[src/rtl/halfwave_pwm.sv]
// Half-wave magnitude pair to complementary H-bridge PWM with dead time on polarity reversal.
// One sample pair is latched per 256-cycle period; sample_req asks the source for the next pair.
`timescale 1ns/1ps
module halfwave_pwm #(
  parameter int DEAD_CYCLES = 4  // legal range 0..64, so DEAD always ends before the next latch edge
) (
  input  logic       clk,
  input  logic       reset,
  input  logic [7:0] pos_in,
  input  logic [7:0] neg_in,
  output logic       sample_req,
  output logic       drive_p,
  output logic       drive_n,
  output logic       fault
);

  typedef enum logic [1:0] {ST_IDLE, ST_POS, ST_NEG, ST_DEAD} state_t;

  localparam logic [6:0] DEAD_LOAD = (DEAD_CYCLES > 0) ? 7'(DEAD_CYCLES - 1) : 7'd0;

  logic [7:0] r_cnt;
  logic [7:0] r_duty;
  logic [6:0] r_dead_cnt;
  logic       r_sample_req;
  logic       r_fault;
  state_t     r_state;
  state_t     r_target;

  logic       w_latch;
  logic       w_both;
  logic       w_reversal;
  state_t     w_cls;
  logic [7:0] w_cls_duty;
  state_t     w_next_state;
  state_t     w_next_target;
  logic [6:0] w_next_dead_cnt;

  assign w_latch = (r_cnt == 8'hFF);
  assign w_both  = (pos_in != 8'd0) && (neg_in != 8'd0);

  // NOTE: every always_comb output gets a default first so no path leaves it unassigned (no latch).
  always_comb begin
    w_cls      = ST_IDLE;
    w_cls_duty = 8'd0;
    if (pos_in != 8'd0 && neg_in == 8'd0) begin
      w_cls      = ST_POS;
      w_cls_duty = pos_in;
    end else if (neg_in != 8'd0 && pos_in == 8'd0) begin
      w_cls      = ST_NEG;
      w_cls_duty = neg_in;
    end
  end

  assign w_reversal = ((r_state == ST_POS) && (w_cls == ST_NEG)) ||
                      ((r_state == ST_NEG) && (w_cls == ST_POS));

  always_comb begin
    w_next_state    = r_state;
    w_next_target   = r_target;
    w_next_dead_cnt = r_dead_cnt;
    if (r_state == ST_DEAD) begin
      if (r_dead_cnt == 7'd0) begin
        w_next_state = r_target;
      end else begin
        w_next_dead_cnt = r_dead_cnt - 7'd1;
      end
    end else if (w_latch) begin
      if (w_reversal && (DEAD_CYCLES > 0)) begin
        w_next_state    = ST_DEAD;
        w_next_target   = w_cls;
        w_next_dead_cnt = DEAD_LOAD;
      end else begin
        w_next_state = w_cls;
      end
    end
  end

  // NOTE: sequential state uses non-blocking assignments so all flops update from pre-edge values.
  always_ff @(posedge clk or negedge reset) begin
    if (!reset) begin
      r_cnt        <= 8'd0;
      r_duty       <= 8'd0;
      r_dead_cnt   <= 7'd0;
      r_sample_req <= 1'b0;
      r_fault      <= 1'b0;
      r_state      <= ST_IDLE;
      r_target     <= ST_IDLE;
    end else begin
      r_cnt        <= r_cnt + 8'd1;
      r_sample_req <= w_latch;
      r_state      <= w_next_state;
      r_target     <= w_next_target;
      r_dead_cnt   <= w_next_dead_cnt;
      if (w_latch) begin
        r_duty <= w_cls_duty;
        if (w_both) r_fault <= 1'b1;
      end
    end
  end

  // Outputs decode flops only, so an asserted reset drops both legs without waiting for a clock.
  assign drive_p    = (r_state == ST_POS) && (r_cnt < r_duty);
  assign drive_n    = (r_state == ST_NEG) && (r_cnt < r_duty);
  assign sample_req = r_sample_req;
  assign fault      = r_fault;

endmodule

[config.mk]
export PLATFORM = sky130hd
export DESIGN_NAME = halfwave_pwm
export DESIGN_NICKNAME = d
export VERILOG_FILES = /design/src/rtl/halfwave_pwm.sv
export SDC_FILE = /design/constraint.sdc
export NUM_CORES = 1
export LEC_CHECK = 0
export CAP_MARGIN = 20
export CORE_MARGIN = 1.5
export CORE_UTILIZATION = 35
export DETAILED_ROUTE_END_ITERATION = 8
export PLACE_DENSITY = 0.61
export SLEW_MARGIN = 10
export SYNTH_ARGS = -nofsm -noshare
export SYNTH_HDL_FRONTEND = slang
export SYNTH_SLANG_ARGS = --single-unit
[constraint.sdc]
create_clock -name clk -period 2.1 [get_ports clk]
set_input_delay 0.525 -clock clk [delete_from_list [all_inputs] [get_ports clk]]
set_output_delay 0.525 -clock clk [all_outputs]
set_load 0.005 [all_outputs]
### Yosys cells after proc, flatten, opt, wreduce, memory -nomap -nowiden

Cells that the tools add are included.

| cells by class | value |
|---|---|
| multiplexer cells | 12 |
| magnitude comparators | 1 |
| add/sub/neg operators | 2 |
| reduce and logical (&&, ||, !) cells | 19 |
| bitwise logic cells | 1 |
| equal/unequal tests | 8 |

Operators with widths:

| operator | count |
|---|---|
| $mux W7 | 4 |
| $logic_not A8 Y1 | 2 |
| $mux W8 | 2 |
| $reduce_bool A8 Y1 | 2 |
| $mux W2 | 6 |
| $add A8 B1 Y8 const B | 1 |
| $eq A8 B8 Y1 const B | 1 |
| $lt A8 B8 Y1 | 1 |
| $logic_and A1 B1 Y1 | 7 |
| $logic_not A7 Y1 | 1 |
| $sub A7 B1 Y7 const B | 1 |
| $eq A2 B2 Y1 const B | 3 |
| $reduce_and A3 Y1 | 2 |
| $eq A2 B1 Y1 const B | 2 |
| $reduce_and A2 Y1 | 2 |
| $reduce_bool A2 Y1 | 2 |
| $ne A2 B1 Y1 const B | 1 |
| $ne A2 B2 Y1 const B | 1 |
| $logic_or A1 B1 Y1 | 1 |
| $not A1 Y1 | 1 |

| storage, ports and cells | value |
|---|---|
| logic and storage cells | 50 |
| bits in registers | 29 |
| input port bits | 18 |
| output and inout bits | 4 |

### Logic depth before layout (Yosys ltp)

Gate-level depths: netlist of the first run.

| logic depth | value |
|---|---|
| depth after elaboration | 10 |
| depth in mapped cells | 7 |
| gate-level depth less buffers | 7 |

### Worst setup path after synthesis of the first run

Ideal clock, no wire load.

| timing path | value |
|---|---|
| path type | register -> output |
| from | reg r_cnt[5] |
| to | out drive_p |
| stages on the path, launching flop included | 7 |
| required time | 1.575 ns |
| slack | 0.192 ns |
| arrival | 1.383 ns |
| path buffers | 0 |
| path through | dfrtp_1 > ha_1 > a21o_1 > a21o_1 > a21oi_1 > nand2b_1 > a21oi_1 |

| on the way | value |
|---|---|
| cells in the longest elaborated chain, start to end | 2 |

RTL lines:

| item | RTL line | text |
|---|---|---|
| from (decl) | 21 | `logic [7:0] r_cnt;` |
| from (signal assigned) | 89 | `r_cnt <= r_cnt + 8'd1;` |
| $lt A8 B8 Y1 | 102 | `assign drive_p = (r_state == ST_POS) && (r_cnt < r_duty);` |
| $logic_and A1 B1 Y1 | 102 |  |
| to (decl) | 12 | `output logic drive_p,` |

Every way passes these cells.

### Worst setup path in the final report of the first run

| timing path | value |
|---|---|
| from | reg r_duty[5] |
| to | out drive_p |

| on the way | value |
|---|---|
| cells in the longest elaborated chain, start to end | 2 |

RTL lines:

| item | RTL line | text |
|---|---|---|
| from (decl) | 22 | `logic [7:0] r_duty;` |
| from (signal assigned) | 95 | `r_duty <= w_cls_duty;` |
| $lt A8 B8 Y1 | 102 |  |
| $logic_and A1 B1 Y1 | 102 |  |

Every way passes these cells.

==> reports/metrics.csv, run 1 <==
metric,value,unit
violations,negative setup slack,
clk_pin_slew,60,ps
cp_cell_sequence,inv_2 -> ha_4 -> a21o_1 -> a21o_1 -> a21oi_2 -> nand2b_1 -> a21oi_1 -> buf_2,
yosysSeqAreaShare,44.6,%
cts_tree,built,
p_leak,1.05,nW
worstSetupPathType,flip-flop to output port,
dpl.hpwl,2840,um
critPathArrivalTime,1710,ps
worst_path_most_repeated_cell,a21o_1,
synth.net_count,192,
dp_cells,263,
tightest_slew,610,ps
min_path_type,flip-flop to flip-flop,
critPathBufInv,2,
finish.utilization,51.5,%
initial_utilization,36.8,%
grt_overflow,0,
clock.fmax,0.448,GHz
cts-buffers-inserted,5,
fin_crit,2230,ps
nNetsFinal,250,
gp_congestion,0.836,
powerDensity,480,mW/mm^2
multi_input_area,881,sq um
required,1570,ps
internal_power,0.000863,W
ys_types,40,
synth_top_area_share,44.6,%
grt_max_degree,30,
setup-violations-final,2,
pwr-share-comb,6.9,%
max_stage_delay,370,ps
relSlewSlack,59.1,%
switching_power,0.000227,W
final_hold_viol_count,0,
skew,7.83,ps
synth-seq-cells,29,
antenna_found_initial,0,
cts_root_buffer,clkbuf_8,
synth_area,0.00163,sq mm
cp_max_fo,2,
syn-instance-count,164,
rows,24,
clock_sinks,29,
drv_cap,0,
h-tree-depth,2,
postRouteAntennaNets,0,
status,"complete, but fails checks",
core,0.00441,sq mm
n_fill_cell,390,
syn_to_final_growth,39.7,%
power_frac_clock,41.8,%
io_buffers,21,
p_seq_share,51.3,%
yosysWarningCount,0,
die_height,71.2,um
firstDrtPassIters,4,
ir_drop,0.292,mV
p_sw_share,20.8,%
fin_tns_setup,-250,ps
synth_edf_count,0,
layoutNonFillerInstCount,274,
insertedDiodeCount,0,
drive_above_1_share,25.2,%
drc,0,
dieWidth,71.2,um
viasPerCell,5.35,
finalWorstSetupSlack,-131,ps
rsz0062_at_grt,true,
synth-main-ff-cell,dfrtp_1,
crit_path_end_kind,output port,
num_io_pins,22,
timing.final.crit_share,106,%
hold_slack,487,ps
path_delay_family,compound AO/OA/AOI/OAI gates,
wire_per_inst,14.0,um
die_area,0.00507,sq mm
async_reset_ff_share,100,%
cp_slowest_cell,dfrtp_1,
vias,1465,
startpoint_type,flip-flop,
syn_avg_cell_area,9.92,sq um
synth_top_area_cell,dfrtp_1,
clk_latency,280,ps
regArea,726,sq um
grt_usage,16.9,%
clk_path_buf_depth,2,
drtIter0Drc,39,
yosys-top-cells-area,"dfrtp_1 45%, ha_1 7.7%, a21oi_1 5.2%",
routed_wl,3830,um
finalMaxSlewViolations,0,
grt_pass1_wl,6720,um
cts_hold_buffers,0,
first_global_vias,1451,
cell families after synthesis:
kind of cell	count (synthesis)	share of synthesized area, %
AND/OR/NAND/NOR	55	19.5
AO/OA/AOI/OAI	45	18.7
flip-flops	29	44.6
buffers and inverters	17	5.08
adder cells (fa/ha/maj)	10	7.69
XOR/XNOR	7	3.77
multiplexers	1	0.615
metal layers:
layer  global-route usage [%]  up-vias  part of all wire, %
met1                     22.7      700                   48
met4                     6.29        0                  1.8
met3                     4.84        8                  5.1
met5                        0        -                    0
li1                         -      716                    -
met2                     26.0       41                   45
per-stage QoR:
stage                     total power [W]  setup WS (ps)  area (sq um)
final                             0.00109           -131          2270
after global routing              0.00114           -239          2270
after CTS                         0.00110           -135          2210
after detailed placement         0.000640           -364          2100
after global placement           0.000638           -294          2100
after floorplan                  0.000575            192          1630
worst paths after layout:
kind | from | to | slack [ps] | depth (start not counted)
max reg2reg | r_cnt[0]$_DFF_PN0_ | r_dead_cnt[0]$_DFFE_PN0P_ | 160 | 8
max | r_duty[5]$_DFFE_PN0P_ | drive_p | -130 | 8
min in group asynchronous | reset | r_cnt[0]$_DFF_PN0_ | 630 | 2
min | fault$_DFFE_PN0P_ | fault$_DFFE_PN0P_ | 490 | 1
max in group asynchronous | reset | r_dead_cnt[0]$_DFFE_PN0P_ | 1200 | 2
min reg2reg | fault$_DFFE_PN0P_ | fault$_DFFE_PN0P_ | 490 | 1
state kept, by name (all words and copies together) (netlist names):
register    cells
sample_req      1
r_cnt           8
r_target        2
r_state         2
fault           1
r_duty          8
r_dead_cnt      7
power by group through the flow:
| stage | registers (W) | clock network, W | logic (W) |
|---|---|---|---|
| 2_1_floorplan | 0.000570 | 0 | 0.00000472 |
| 3_3_place_gp | 0.000570 | 0 | 0.0000684 |
| 3_5_place_dp | 0.000570 | 0 | 0.0000700 |
| 4_1_cts | 0.000560 | 0.000466 | 0.0000719 |
| 5_1_grt | 0.000559 | 0.000498 | 0.0000816 |
| 6_report | 0.000560 | 0.000456 | 0.0000750 |
cell usage in the layout (no fill, tap or decap), types with 4 or more instances in the layout:
master	n
buf_4	36
dfrtp_1	29
clkdlybuf4s50_1	18
a21oi_1	16
nor2_1	10
inv_1	9
ha_1	9
nand2_1	8
a221oi_1	8
nand3_1	7
a21o_1	7
clkbuf_8	6
xnor2_1	4
nand2b_1	4
or3_1	4
synth_stat cells, types with 4 or more instances:
library cell / instances
dfrtp_1: 29
a221oi_1: 8
a21o_1: 7
nand3_1: 7
ha_1: 10
nand2b_1: 4
nand2_1: 8
nor2_1: 10
a21oi_1: 17
inv_1: 11
or3_1: 4
xnor2_1: 4
area by class of cell:
cell class,instances,area share (%)
Inverter,11,1.82
Timing Repair Buffer,57,20.8
Clock buffer,7,3.80
Sequential cell,29,31.9
Tap cell,52,2.86
Multi-Input combinational cell,118,38.8
repair_timing:
action / in CTS / in global routing
resized for setup: 16 / 4
pin swaps: 9 / 5
setup endpoints to repair: 6 / 9
buffers inserted: 0 / 4
No activity file was read; power rests on OpenSTA's default activity.
==> run 2, diff against run 1 <==
--- a/config.mk
+++ b/config.mk
@@ -14,3 +14,4 @@
 export SYNTH_ARGS = -nofsm -noshare
 export SYNTH_HDL_FRONTEND = slang
 export SYNTH_SLANG_ARGS = --single-unit
+export TNS_END_PERCENT = 10
==> reports/metrics.csv, run 2 (same netlist as run 1, synthesis figures left out) <==
metric,value,unit,change
status,"complete, but fails checks",,
violations,negative setup slack,,
p_leak,1.01,nW,-3.2%
cts_root_buffer,clkbuf_8,,
drtIter0Drc,37,,-5.1%
finalWorstSetupSlack,-128,ps,+2.90 ps
internal_power,0.000863,W,about the same
setup-violations-final,2,,unchanged
first_global_vias,1445,,-0.41%
final_area,0.00222,sq mm,-2.4%
max_stage_delay,370,ps,about the same
min_path_type,flip-flop to flip-flop,,
required,1570,ps,about the same
h-tree-depth,2,,unchanged
hp-start,fault$_DFFE_PN0P_,,
drc,0,,unchanged
die_height,71.2,um,unchanged
top_regs,"r_cnt: 8 flops, r_duty: 8 flops, r_dead_cnt: 7 flops",,
min_path_cells,1,,unchanged
power_frac_clock,41.7,%,about the same
skew,6.76,ps,-1.07 ps
clk_latency,280,ps,about the same
switching_power,0.000225,W,-0.86%
drive_above_1_share,23.4,%,-1.8 points
initial_utilization,36.8,%,unchanged
clock_sinks,29,,unchanged
relSlewSlack,66.4,%,+7.3 points
crit_path_end_kind,output port,,
insertedDiodeCount,0,,unchanged
clk_pin_slew,60,ps,about the same
grt_usage,16.7,%,-0.21 points
p_sw_share,20.7,%,-0.13 points
wire_per_inst,13.9,um,-0.69%
timing.final.crit_share,106,%,-0.14 points
path_delay_family,compound AO/OA/AOI/OAI gates,,
critPathBufInv,2,,unchanged
routed_wl,3750,um,-2.1%
drv_cap,0,,unchanged
antenna_found_initial,0,,unchanged
ir_drop,0.292,mV,about the same
r2r-start,r_cnt[0]$_DFF_PN0_,,
fin_crit,2230,ps,-2.90 ps
hold_slack,487,ps,-0.471 ps
die_area,0.00507,sq mm,unchanged
dpl.hpwl,2840,um,unchanged
nNetsFinal,246,,-1.6%
rows,24,,unchanged
clk_path_buf_depth,2,,unchanged
io_buffers,21,,unchanged
grt_overflow,0,,unchanged
layout_common_cells,"32 x buf_4, 29 x dfrtp_1, 19 x clkdlybuf4s50_1",,
grt_pass1_wl,6640,um,-1.1%
placed_area,0.00210,sq mm,unchanged
postCtsSetupRepairBufs,0,,unchanged
cp_cell_sequence,inv_2 -> ha_4 -> a21o_1 -> a21o_1 -> a21oi_2 -> nand2b_1 -> a21oi_1 -> buf_2,,
postRouteAntennaNets,0,,unchanged
startpoint,r_duty[5]$_DFFE_PN0P_,,
final_common_cell,buf_4,,
cts-buffers-inserted,5,,unchanged
critical_path_depth,8,,unchanged
tightest_slew,501,ps,-109 ps
grt_max_degree,30,,unchanged
gp_congestion,0.836,,unchanged
worst_path_most_repeated_cell,a21o_1,,
final_hold_viol_count,0,,unchanged
rsz0062_at_grt,true,,
clock.fmax,0.449,GHz,+0.13%
cp_max_fo,2,,unchanged
cp_slowest_cell,dfrtp_1,,
p_seq_share,51.5,%,+0.2 points
r2r_cells,8,,unchanged
viasPerCell,5.37,,+0.51%
cts_hold_buffers,0,,unchanged
firstDrtPassIters,4,,unchanged
core,0.00441,sq mm,unchanged
cts_tree,built,,
pwr-share-comb,6.8,%,about the same
critPathArrivalTime,1700,ps,about the same
vias,1451,,-0.96%
worstSetupPathType,flip-flop to output port,,
dieWidth,71.2,um,unchanged
num_io_pins,22,,unchanged
powerDensity,490,mW/mm^2,+2.2%
finish.utilization,50.3,%,-1.2 points
startpoint_type,flip-flop,,
syn_to_final_growth,36.4,%,
finalMaxSlewViolations,0,,unchanged
## run 2: cell count changes in the layout (fill, tap and decap cells not counted), sizes merged
cell | previous run | this run
buf | 38 | 34
clkdlybuf4s50 | 18 | 19
dlymetal6s2s | 1 | 0
## run 2: repair_timing
item	CTS	global route
gates resized for setup	13	3
endpoints found under the setup margin	6	9
pin swaps	8	0
## run 2: final timing paths
path | endpoint | slack [ps]
setup / recovery | drive_p | -130
hold reg to reg | fault$_DFFE_PN0P_ | 490
setup reg to reg | r_dead_cnt[0]$_DFFE_PN0P_ | 100
hold / removal | fault$_DFFE_PN0P_ | 490
min in group asynchronous | r_cnt[0]$_DFF_PN0_ | 620
max in group asynchronous | r_dead_cnt[0]$_DFFE_PN0P_ | 1200
## run 2: power by group through the flow
| stage | Combinational, W | Sequential (W) | Clock (W) |
|---|---|---|---|
| 2_1_floorplan | 0.00000472 | 0.000570 | 0 |
| 3_3_place_gp | 0.0000684 | 0.000570 | 0 |
| 3_5_place_dp | 0.0000700 | 0.000570 | 0 |
| 4_1_cts | 0.0000727 | 0.000560 | 0.000466 |
| 5_1_grt | 0.0000807 | 0.000559 | 0.000498 |
| 6_report | 0.0000739 | 0.000560 | 0.000454 |
## run 2: routing by layer
| metal | vias up | track usage, % | part of all wire [%] |
|---|---|---|---|
| met2 | 44 | 25.5 | 45 |
| li1 | 713 | - | - |
| met5 | - | 0 | 0 |
| met4 | 0 | 6.29 | 1.7 |
| met1 | 687 | 22.4 | 47 |
| met3 | 7 | 4.99 | 6.1 |
## run 2: worst reg2reg max path, cell delays in order (launching register included)
cell,delay (ps)
dfrtp_1,380
buf_4,140
ha_1,240
nand3_1,90
or2_4,210
inv_1,120
and4_1,170
nor3_2,330
mux2i_1,170
## run 2: layout make-up
class	instances	area, sq um
inverter	11	41.3
tap	52	65.1
sequential	29	726
fill	396	2200
clock buffer	7	86.3
timing repair buffer	53	440
multi-input combinational	118	860
## run 2: per-stage QoR
step | power, W | TNS (ps) | std cells | worst slack (ps)
floorplan | 0.000575 | 0 | 164 | 192
global placement | 0.000638 | -2700 | 263 | -294
detailed placement | 0.000640 | -3420 | 263 | -364
CTS | 0.00110 | -289 | 270 | -135
global route | 0.00114 | -926 | 270 | -244
finish | 0.00109 | -244 | 270 | -128
